[src/rtl/skinny_mask_pkg.sv]
// Shared types and constants for the masked Skinny-64 S-box layer.
// Sizes match the first-order HPC2 S-box datapath.
package skinny_mask_pkg;

    localparam int SKINNY64_NIBBLES = 16;
    localparam int HPC2_D1_SBOX_LAT = 5;
    localparam int HPC2_D1_RND_W    = 4;

    typedef enum logic [1:0] {
        IDLE  = 2'd0,
        ISSUE = 2'd1,
        DRAIN = 2'd2,
        DONE  = 2'd3
    } sbox_state_e;

endpackage

[src/rtl/skinny_sbox_layer_ctrl_if.sv]
// Bus between the S-box layer sequencer and its environment:
// round-state handshake, PRNG feed and the external S-box port.
interface skinny_sbox_layer_ctrl_if #(
    parameter int NIBBLES = 16,
    parameter int RND_W   = 4
);
    logic                   start;
    logic [4*NIBBLES-1:0]   state_in_s0;
    logic [4*NIBBLES-1:0]   state_in_s1;
    logic                   busy;
    logic                   done;
    logic [4*NIBBLES-1:0]   state_out_s0;
    logic [4*NIBBLES-1:0]   state_out_s1;
    logic [RND_W-1:0]       rnd_in;
    logic                   rnd_valid;
    logic                   rnd_ready;
    logic                   rnd_err;
    logic [3:0]             sb_x_s0;
    logic [3:0]             sb_x_s1;
    logic [RND_W-1:0]       sb_fresh;
    logic [3:0]             sb_y_s0;
    logic [3:0]             sb_y_s1;

    modport master (
        input  start, state_in_s0, state_in_s1,
        input  rnd_in, rnd_valid,
        input  sb_y_s0, sb_y_s1,
        output busy, done, state_out_s0, state_out_s1,
        output rnd_ready, rnd_err,
        output sb_x_s0, sb_x_s1, sb_fresh
    );

    modport slave (
        output start, state_in_s0, state_in_s1,
        output rnd_in, rnd_valid,
        output sb_y_s0, sb_y_s1,
        input  busy, done, state_out_s0, state_out_s1,
        input  rnd_ready, rnd_err,
        input  sb_x_s0, sb_x_s1, sb_fresh
    );

endinterface

[src/rtl/sbox_tag_pipe.sv]
// Valid + nibble-index shift register that shadows the S-box pipeline.
// The tail marks which output nibble the S-box result belongs to.
module sbox_tag_pipe #(
    parameter int DEPTH = 5,
    parameter int TAG_W = 4
) (
    input  logic             clk,
    input  logic             rst_n,
    input  logic             clr,
    input  logic             push_valid,
    input  logic [TAG_W-1:0] push_tag,
    output logic             tail_valid,
    output logic [TAG_W-1:0] tail_tag,
    output logic             any_valid,
    output logic             head_empty
);
    localparam logic [DEPTH-1:0] HEAD_MASK =
        DEPTH'((1 << (DEPTH - 1)) - 1);

    logic [DEPTH-1:0] valid_q;
    logic [TAG_W-1:0] tag_q [DEPTH];

    always_ff @(posedge clk) begin
        if (!rst_n || clr) begin
            valid_q <= '0;
            for (int i = 0; i < DEPTH; i++) begin
                tag_q[i] <= '0;
            end
        end else begin
            valid_q  <= {valid_q[DEPTH-2:0], push_valid};
            tag_q[0] <= push_tag;
            for (int i = 1; i < DEPTH; i++) begin
                tag_q[i] <= tag_q[i-1];
            end
        end
    end

    assign tail_valid = valid_q[DEPTH-1];
    assign tail_tag   = tag_q[DEPTH-1];
    assign any_valid  = |valid_q;
    // Empty after the next shift: only the tail may still be occupied.
    assign head_empty = ~|(valid_q & HEAD_MASK);

endmodule

[src/rtl/skinny_sbox_layer_ctrl.sv]
// Sequences one shared 64-bit state through a single pipelined HPC2
// S-box, one nibble per cycle, and reassembles the shared result.
module skinny_sbox_layer_ctrl
    import skinny_mask_pkg::*;
#(
    parameter int NIBBLES  = SKINNY64_NIBBLES,
    parameter int SBOX_LAT = HPC2_D1_SBOX_LAT,
    parameter int RND_W    = HPC2_D1_RND_W
) (
    input  logic clk,
    input  logic rst_n,
    skinny_sbox_layer_ctrl_if.master bus
);
    localparam int W  = 4 * NIBBLES;
    localparam int TW = $clog2(NIBBLES);
    localparam logic [TW-1:0] LAST = TW'(NIBBLES - 1);

    sbox_state_e   state;
    logic [W-1:0]  buf_s0;
    logic [W-1:0]  buf_s1;
    logic [TW-1:0] cnt;
    logic [TW-1:0] nxt;
    logic          accept;
    logic          push_valid;
    logic          tail_valid;
    logic [TW-1:0] tail_tag;
    logic          any_valid;
    logic          head_empty;
    logic [RND_W-1:0] fresh;

    assign accept     = (state == IDLE) && bus.start;
    assign push_valid = (state == ISSUE);
    assign nxt        = cnt + TW'(1);

    sbox_tag_pipe #(
        .DEPTH (SBOX_LAT),
        .TAG_W (TW)
    ) u_tag_pipe (
        .clk        (clk),
        .rst_n      (rst_n),
        .clr        (accept),
        .push_valid (push_valid),
        .push_tag   (cnt),
        .tail_valid (tail_valid),
        .tail_tag   (tail_tag),
        .any_valid  (any_valid),
        .head_empty (head_empty)
    );

    // Randomness passes straight through; it is never held here.
    assign fresh         = bus.rnd_in;
    assign bus.sb_fresh  = fresh;
    assign bus.rnd_ready = (state == ISSUE) || (state == DRAIN)
                         || any_valid;

    always_ff @(posedge clk) begin
        if (!rst_n) begin
            state       <= IDLE;
            buf_s0      <= '0;
            buf_s1      <= '0;
            cnt         <= '0;
            bus.sb_x_s0 <= '0;
            bus.sb_x_s1 <= '0;
            bus.busy    <= 1'b0;
            bus.done    <= 1'b0;
        end else begin
            unique case (state)
                IDLE: begin
                    if (bus.start) begin
                        buf_s0      <= bus.state_in_s0;
                        buf_s1      <= bus.state_in_s1;
                        cnt         <= '0;
                        bus.sb_x_s0 <= bus.state_in_s0[3:0];
                        bus.sb_x_s1 <= bus.state_in_s1[3:0];
                        bus.busy    <= 1'b1;
                        state       <= ISSUE;
                    end
                end
                ISSUE: begin
                    if (cnt == LAST) begin
                        bus.sb_x_s0 <= '0;
                        bus.sb_x_s1 <= '0;
                        state       <= DRAIN;
                    end else begin
                        cnt         <= nxt;
                        bus.sb_x_s0 <= buf_s0[4*nxt +: 4];
                        bus.sb_x_s1 <= buf_s1[4*nxt +: 4];
                    end
                end
                DRAIN: begin
                    if (head_empty) begin
                        bus.busy <= 1'b0;
                        bus.done <= 1'b1;
                        state    <= DONE;
                    end
                end
                DONE: begin
                    bus.done <= 1'b0;
                    state    <= IDLE;
                end
                default: state <= IDLE;
            endcase
        end
    end

    always_ff @(posedge clk) begin
        if (!rst_n) begin
            bus.state_out_s0 <= '0;
            bus.state_out_s1 <= '0;
        end else if (tail_valid) begin
            bus.state_out_s0[4*tail_tag +: 4] <= bus.sb_y_s0;
            bus.state_out_s1[4*tail_tag +: 4] <= bus.sb_y_s1;
        end
    end

    always_ff @(posedge clk) begin
        if (!rst_n) begin
            bus.rnd_err <= 1'b0;
        end else if (accept) begin
            bus.rnd_err <= 1'b0;
        end else if (bus.rnd_ready && !bus.rnd_valid) begin
            bus.rnd_err <= 1'b1;
        end
    end

endmodule

[src/flat_wrapper.sv]
// flat-port wrapper written by rule: the top's interface ports become plain ports
module skinny_sbox_layer_ctrl_flat import skinny_mask_pkg::*;
#(
    parameter int NIBBLES  = SKINNY64_NIBBLES,
    parameter int SBOX_LAT = HPC2_D1_SBOX_LAT,
    parameter int RND_W    = HPC2_D1_RND_W
)
  (clk, rst_n, bus_start, bus_state_in_s0, bus_state_in_s1, bus_rnd_in, bus_rnd_valid, bus_sb_y_s0, bus_sb_y_s1, bus_busy, bus_done, bus_state_out_s0, bus_state_out_s1, bus_rnd_ready, bus_rnd_err, bus_sb_x_s0, bus_sb_x_s1, bus_sb_fresh);
  skinny_sbox_layer_ctrl_if #(.NIBBLES(NIBBLES), .RND_W(RND_W)) bus_i ();
  input  logic clk;
  input  logic rst_n;
  input wire logic [$bits(bus_i.start)-1:0] bus_start;
  input wire logic [$bits(bus_i.state_in_s0)-1:0] bus_state_in_s0;
  input wire logic [$bits(bus_i.state_in_s1)-1:0] bus_state_in_s1;
  input wire logic [$bits(bus_i.rnd_in)-1:0] bus_rnd_in;
  input wire logic [$bits(bus_i.rnd_valid)-1:0] bus_rnd_valid;
  input wire logic [$bits(bus_i.sb_y_s0)-1:0] bus_sb_y_s0;
  input wire logic [$bits(bus_i.sb_y_s1)-1:0] bus_sb_y_s1;
  output wire logic [$bits(bus_i.busy)-1:0] bus_busy;
  output wire logic [$bits(bus_i.done)-1:0] bus_done;
  output wire logic [$bits(bus_i.state_out_s0)-1:0] bus_state_out_s0;
  output wire logic [$bits(bus_i.state_out_s1)-1:0] bus_state_out_s1;
  output wire logic [$bits(bus_i.rnd_ready)-1:0] bus_rnd_ready;
  output wire logic [$bits(bus_i.rnd_err)-1:0] bus_rnd_err;
  output wire logic [$bits(bus_i.sb_x_s0)-1:0] bus_sb_x_s0;
  output wire logic [$bits(bus_i.sb_x_s1)-1:0] bus_sb_x_s1;
  output wire logic [$bits(bus_i.sb_fresh)-1:0] bus_sb_fresh;
  assign bus_i.start = bus_start;
  assign bus_i.state_in_s0 = bus_state_in_s0;
  assign bus_i.state_in_s1 = bus_state_in_s1;
  assign bus_i.rnd_in = bus_rnd_in;
  assign bus_i.rnd_valid = bus_rnd_valid;
  assign bus_i.sb_y_s0 = bus_sb_y_s0;
  assign bus_i.sb_y_s1 = bus_sb_y_s1;
  assign bus_busy = bus_i.busy;
  assign bus_done = bus_i.done;
  assign bus_state_out_s0 = bus_i.state_out_s0;
  assign bus_state_out_s1 = bus_i.state_out_s1;
  assign bus_rnd_ready = bus_i.rnd_ready;
  assign bus_rnd_err = bus_i.rnd_err;
  assign bus_sb_x_s0 = bus_i.sb_x_s0;
  assign bus_sb_x_s1 = bus_i.sb_x_s1;
  assign bus_sb_fresh = bus_i.sb_fresh;
  skinny_sbox_layer_ctrl #(.NIBBLES(NIBBLES), .SBOX_LAT(SBOX_LAT), .RND_W(RND_W)) u_core (.clk(clk), .rst_n(rst_n), .bus(bus_i));
endmodule
[config.mk]
export PLATFORM = sky130hd
export DESIGN_NAME = skinny_sbox_layer_ctrl_flat
export DESIGN_NICKNAME = d
export VERILOG_FILES = /design/src/rtl/skinny_mask_pkg.sv /design/src/rtl/skinny_sbox_layer_ctrl_if.sv /design/src/rtl/sbox_tag_pipe.sv /design/src/rtl/skinny_sbox_layer_ctrl.sv /design/src/flat_wrapper.sv
export SDC_FILE = /design/constraint.sdc
export NUM_CORES = 1
export LEC_CHECK = 0
export CORE_MARGIN = 3
export CORE_UTILIZATION = 40
export CTS_CLUSTER_SIZE = 10
export DETAILED_ROUTE_END_ITERATION = 10
export DONT_BUFFER_PORTS = 1
export GPL_ROUTABILITY_DRIVEN = 1
export MAX_ROUTING_LAYER = met4
export PLACE_DENSITY = 0.63
export SYNTH_ARGS = -nofsm -noshare
export SYNTH_HDL_FRONTEND = slang
export SYNTH_HIERARCHICAL = 1
export SYNTH_SLANG_ARGS = --single-unit
[constraint.sdc]
create_clock -name clk -period 6.3 [get_ports clk]
set_input_delay 0.63 -clock clk [delete_from_list [all_inputs] [get_ports clk]]
set_output_delay 0.63 -clock clk [all_outputs]
set_load 0.02 [all_outputs]
==> run summary <==
overall routed net length = 33.0 mm
slew of the pin with the lowest slew margin = 1.24 ns
Resized Gates After CTS = 0
share of async-settable or async-resettable flops after synthesis = 0%
number of register bits inferred by synthesis = 298
clock tree root driver cell = sky130_fd_sc_hd__clkbuf_16
top achievable clock speed = 253 MHz
Synth warnings = 6
final-report max-slew violation count = 0
number of enable flip-flop cells after synthesis = 0
unrepaired setup endpoints after global routing = false
number of search-and-repair iterations in the first detailed-routing pass = 5
Worst Path Max Fanout = 26
unique cell type count in the Yosys netlist = 53
type of the most critical hold path = primary input to flop
DRT antenna net count = 0
fin crit period = 3.95 ns
all-layer global routing usage = 19.2%
Max H-tree Level = 2
clock latency on the worst-skew pair = 0.51 ns
Die Width = 185 um
area used by multi-input combinational logic = 6340 sq um
Synthesized Nets = 1502
dominant register cell in the synthesized netlist = sky130_fd_sc_hd__dfxtp_1
number of instances in the synthesized netlist = 1351
kind of capture point of the worst setup path = flop
result of the run = completed
total setup violations reported at the end of the flow = 0
post-detailed-route via-to-cell ratio = 5.30
IO buf count = 0
standard cell area after detailed placement = 12900 sq um
HP Start = bus_state_in_s1[60]
register cell area after layout = 5970 sq um
data required time of the worst path = 6.72 ns
cells taking the most area after synthesis = sky130_fd_sc_hd__dfxtp_1 (47%), sky130_fd_sc_hd__a21boi_0 (10%), sky130_fd_sc_hd__nand2_1 (9.5%)
ANT cells = 0
Remaining Overflow, GRT = 0
worst slew slack as a fraction of its limit = 17.2%
Hold Path Depth = 2
most frequent cell after synthesis = sky130_fd_sc_hd__nand2_1
CTS Buf Count = 37
count of filler cells inserted in the layout = 2944
share of the synthesized area in the top cell type = 46.8%
initial antenna violation count = 0
pwr/cell area = 372 nW/um^2
Post-layout nets = 1447
maximum number of pins on one net before global-route repair = 274
total half-perimeter wirelength after legalization and detailed placement = 22.6 mm
LEAKAGE = 5.20 nW
signal arrival time at the worst endpoint = 4.36 ns
mean routed wirelength per cell = 19.3 um
clock transition at the registers of the reported paths = 0.05 ns
Final Hold Vio Count = 0
via count of the first global-routing pass = 8732
Boundary Pins = 288
kind of start point of the critical path = flop
first-pass GRT wire length = 50.3 mm
setup slack of the most critical reg-to-reg path = 2.35 ns
synthesized area = 12800 sq um
post-route setup TNS = 0 ns
Hold Slack = 0.266 ns
part of the cycle the worst path needs = 62.6%
# clock sinks = 298
share of final-layout standard cells stronger than drive strength 1 = 10.5%
count of vias placed by the detailed router = 9033
end point of the most critical hold path = u_core/buf_s1[60]$_SDFFE_PN0P_
area of the die = 34100 sq um
Layout Cell Area excl Fill = 14000 sq um
post-layout util = 45.1%
cell taking the most area after synthesis = sky130_fd_sc_hd__dfxtp_1
critical path type = flop to flop
total DRC errors in the routed layout = 0
critical register-to-register path endpoint = u_core/bus.state_out_s1[25]$_SDFFE_PN0P_
vertical die dimension = 185 um
starting density of the core = 41.2%
area growth from synthesis to layout = 9.66%
standard-cell rows = 64
Fin Clk Skew = 0.0188 ns
first-iteration detailed-routing DRC count = 590
syn_area_per_cell = 9.44 sq um
Max-cap violations = 0
launch point of the worst reg-to-reg path = u_core/u_tag_pipe/tag_q[0][16]$_SDFF_PP0_
largest buffer count on any clock path = 3
FF-to-FF path depth = 6
postcts setup bufs = 0
most frequent cells after synthesis = sky130_fd_sc_hd__nand2_1 (323), sky130_fd_sc_hd__dfxtp_1 (298), sky130_fd_sc_hd__a21boi_0 (176)
largest voltage drop on the vdd net = 0.000187 V
core region area = 31000 sq um
Placer Congestion = 0.838
# hold bufs at CTS = 0
Seq/Total Area, Yosys = 46.8%
TritonCTS clock tree = built
## metal layers
metal  share of wire (%)  vias up  global-route usage, %  wire (um)
met5                   0        -                      -          0
met4                 1.8        0                   4.60        599
met3                  12       47                   8.15       3950
met2                  46      310                   30.4      15200
met1                  40     4232                   22.9      13300
li1                    -     4444                      -          -
## registers in the layout, summed over array words and instances, names as in the netlist
name / count
u_core/buf_s0: 64
u_core/buf_s1: 64
u_core/bus.state_out_s0: 64
u_core/bus.state_out_s1: 64
u_core/u_tag_pipe/tag_q: 20
u_core/u_tag_pipe/valid_q: 5
u_core/bus.sb_x_s0: 4
u_core/bus.sb_x_s1: 4
u_core/cnt: 4
u_core/state: 2
u_core/bus.busy: 1
u_core/bus.done: 1
u_core/bus.rnd_err: 1
## worst max-delay path by stage
stage,start,to,cells past startpoint
6_report,u_core/u_tag_pipe/tag_q[0][16]$_SDFF_PP0_,u_core/bus.state_out_s1[25]$_SDFFE_PN0P_,6
5_1_grt,u_core/u_tag_pipe/tag_q[0][16]$_SDFF_PP0_,u_core/bus.state_out_s1[27]$_SDFFE_PN0P_,6
4_1_cts,u_core/u_tag_pipe/tag_q[0][16]$_SDFF_PP0_,u_core/bus.state_out_s1[24]$_SDFFE_PN0P_,6
3_5_place_dp,u_core/u_tag_pipe/tag_q[0][16]$_SDFF_PP0_,u_core/bus.state_out_s1[27]$_SDFFE_PN0P_,6
3_3_place_gp,u_core/u_tag_pipe/tag_q[0][16]$_SDFF_PP0_,u_core/bus.state_out_s0[63]$_SDFFE_PN0P_,6
2_1_floorplan,u_core/cnt[1]$_SDFFE_PN0P_,u_core/bus.sb_x_s0[1]$_SDFFE_PN0P_,7
## layout by cell type, fill, tap and decap left out, types with 2 or more instances in the layout
cell type	n
sky130_fd_sc_hd__a21boi_0	176
sky130_fd_sc_hd__a21boi_1	3
sky130_fd_sc_hd__a21oi_1	5
sky130_fd_sc_hd__a221oi_1	8
sky130_fd_sc_hd__and2_1	33
sky130_fd_sc_hd__and2_2	12
sky130_fd_sc_hd__and3_1	12
sky130_fd_sc_hd__buf_4	6
sky130_fd_sc_hd__bufinv_16	2
sky130_fd_sc_hd__clkbuf_1	5
sky130_fd_sc_hd__clkbuf_16	39
sky130_fd_sc_hd__clkbuf_8	3
sky130_fd_sc_hd__dfxtp_1	298
sky130_fd_sc_hd__ha_1	6
sky130_fd_sc_hd__inv_1	7
sky130_fd_sc_hd__mux2_2	16
sky130_fd_sc_hd__mux2i_1	81
sky130_fd_sc_hd__mux4_2	32
sky130_fd_sc_hd__nand2_1	322
sky130_fd_sc_hd__nand2_2	2
sky130_fd_sc_hd__nand2b_1	10
sky130_fd_sc_hd__nand3_1	32
sky130_fd_sc_hd__nand3_2	5
sky130_fd_sc_hd__nand4_1	9
sky130_fd_sc_hd__nor2_1	23
sky130_fd_sc_hd__nor2b_1	93
sky130_fd_sc_hd__nor3_1	4
sky130_fd_sc_hd__nor3_4	2
sky130_fd_sc_hd__nor4_2	2
sky130_fd_sc_hd__o21ai_0	20
sky130_fd_sc_hd__or3_1	9
sky130_fd_sc_hd__or3b_2	4
sky130_fd_sc_hd__xor2_1	2
## where the power goes
part           internal [mW]  switching, mW  leakage, nW
Sequential              2.09          0.161         2.42
Combinational          0.396          0.587         2.23
Clock                   1.22          0.748        0.545
Total                   3.71           1.50         5.20
## logic make-up (layout without fill, tap and decap cells)
family / count (synthesis) / in the layout / synth area share (%)
flip-flops: 298 / 298 / 46.8
AO/OA/AOI/OAI: 221 / 221 / 12.8
multiplexers: 129 / 129 / 13.4
AND/OR/NAND/NOR: 585 / 585 / 22.4
XOR/XNOR: 3 / 3 / 0.206
adder cells (fa/ha/maj): 7 / 7 / 0.687
buffers and inverters: 108 / 65 / 3.76
## metrics by stage
step / power, mW / setup slack, ns / std cells
after floorplan: 3.06 / 3.82 / 1351
after global placement: 3.28 / 2.68 / 1653
after detailed placement: 3.30 / 2.46 / 1653
after CTS: 5.29 / 2.43 / 1704
after global routing: 5.50 / 2.03 / 1704
final: 5.21 / 2.35 / 1704
## cell type report
type	instances	area share (%)
multi-input combinational	945	45.3
sequential	298	42.7
clock buffer	47	7.41
tap	396	3.54
clock inverter	4	0.528
timing repair buffer	6	0.322
inverter	8	0.233
## worst max-delay path, cell delays in order, from the launching register on
cell and delay [ns]:
sky130_fd_sc_hd__dfxtp_1 0.84, sky130_fd_sc_hd__inv_1 0.18, sky130_fd_sc_hd__ha_1 0.72, sky130_fd_sc_hd__nor3b_2 0.91
sky130_fd_sc_hd__nand3_2 0.47, sky130_fd_sc_hd__or3b_2 0.56, sky130_fd_sc_hd__a21boi_0 0.17
No activity file was read; power rests on OpenSTA's default activity.
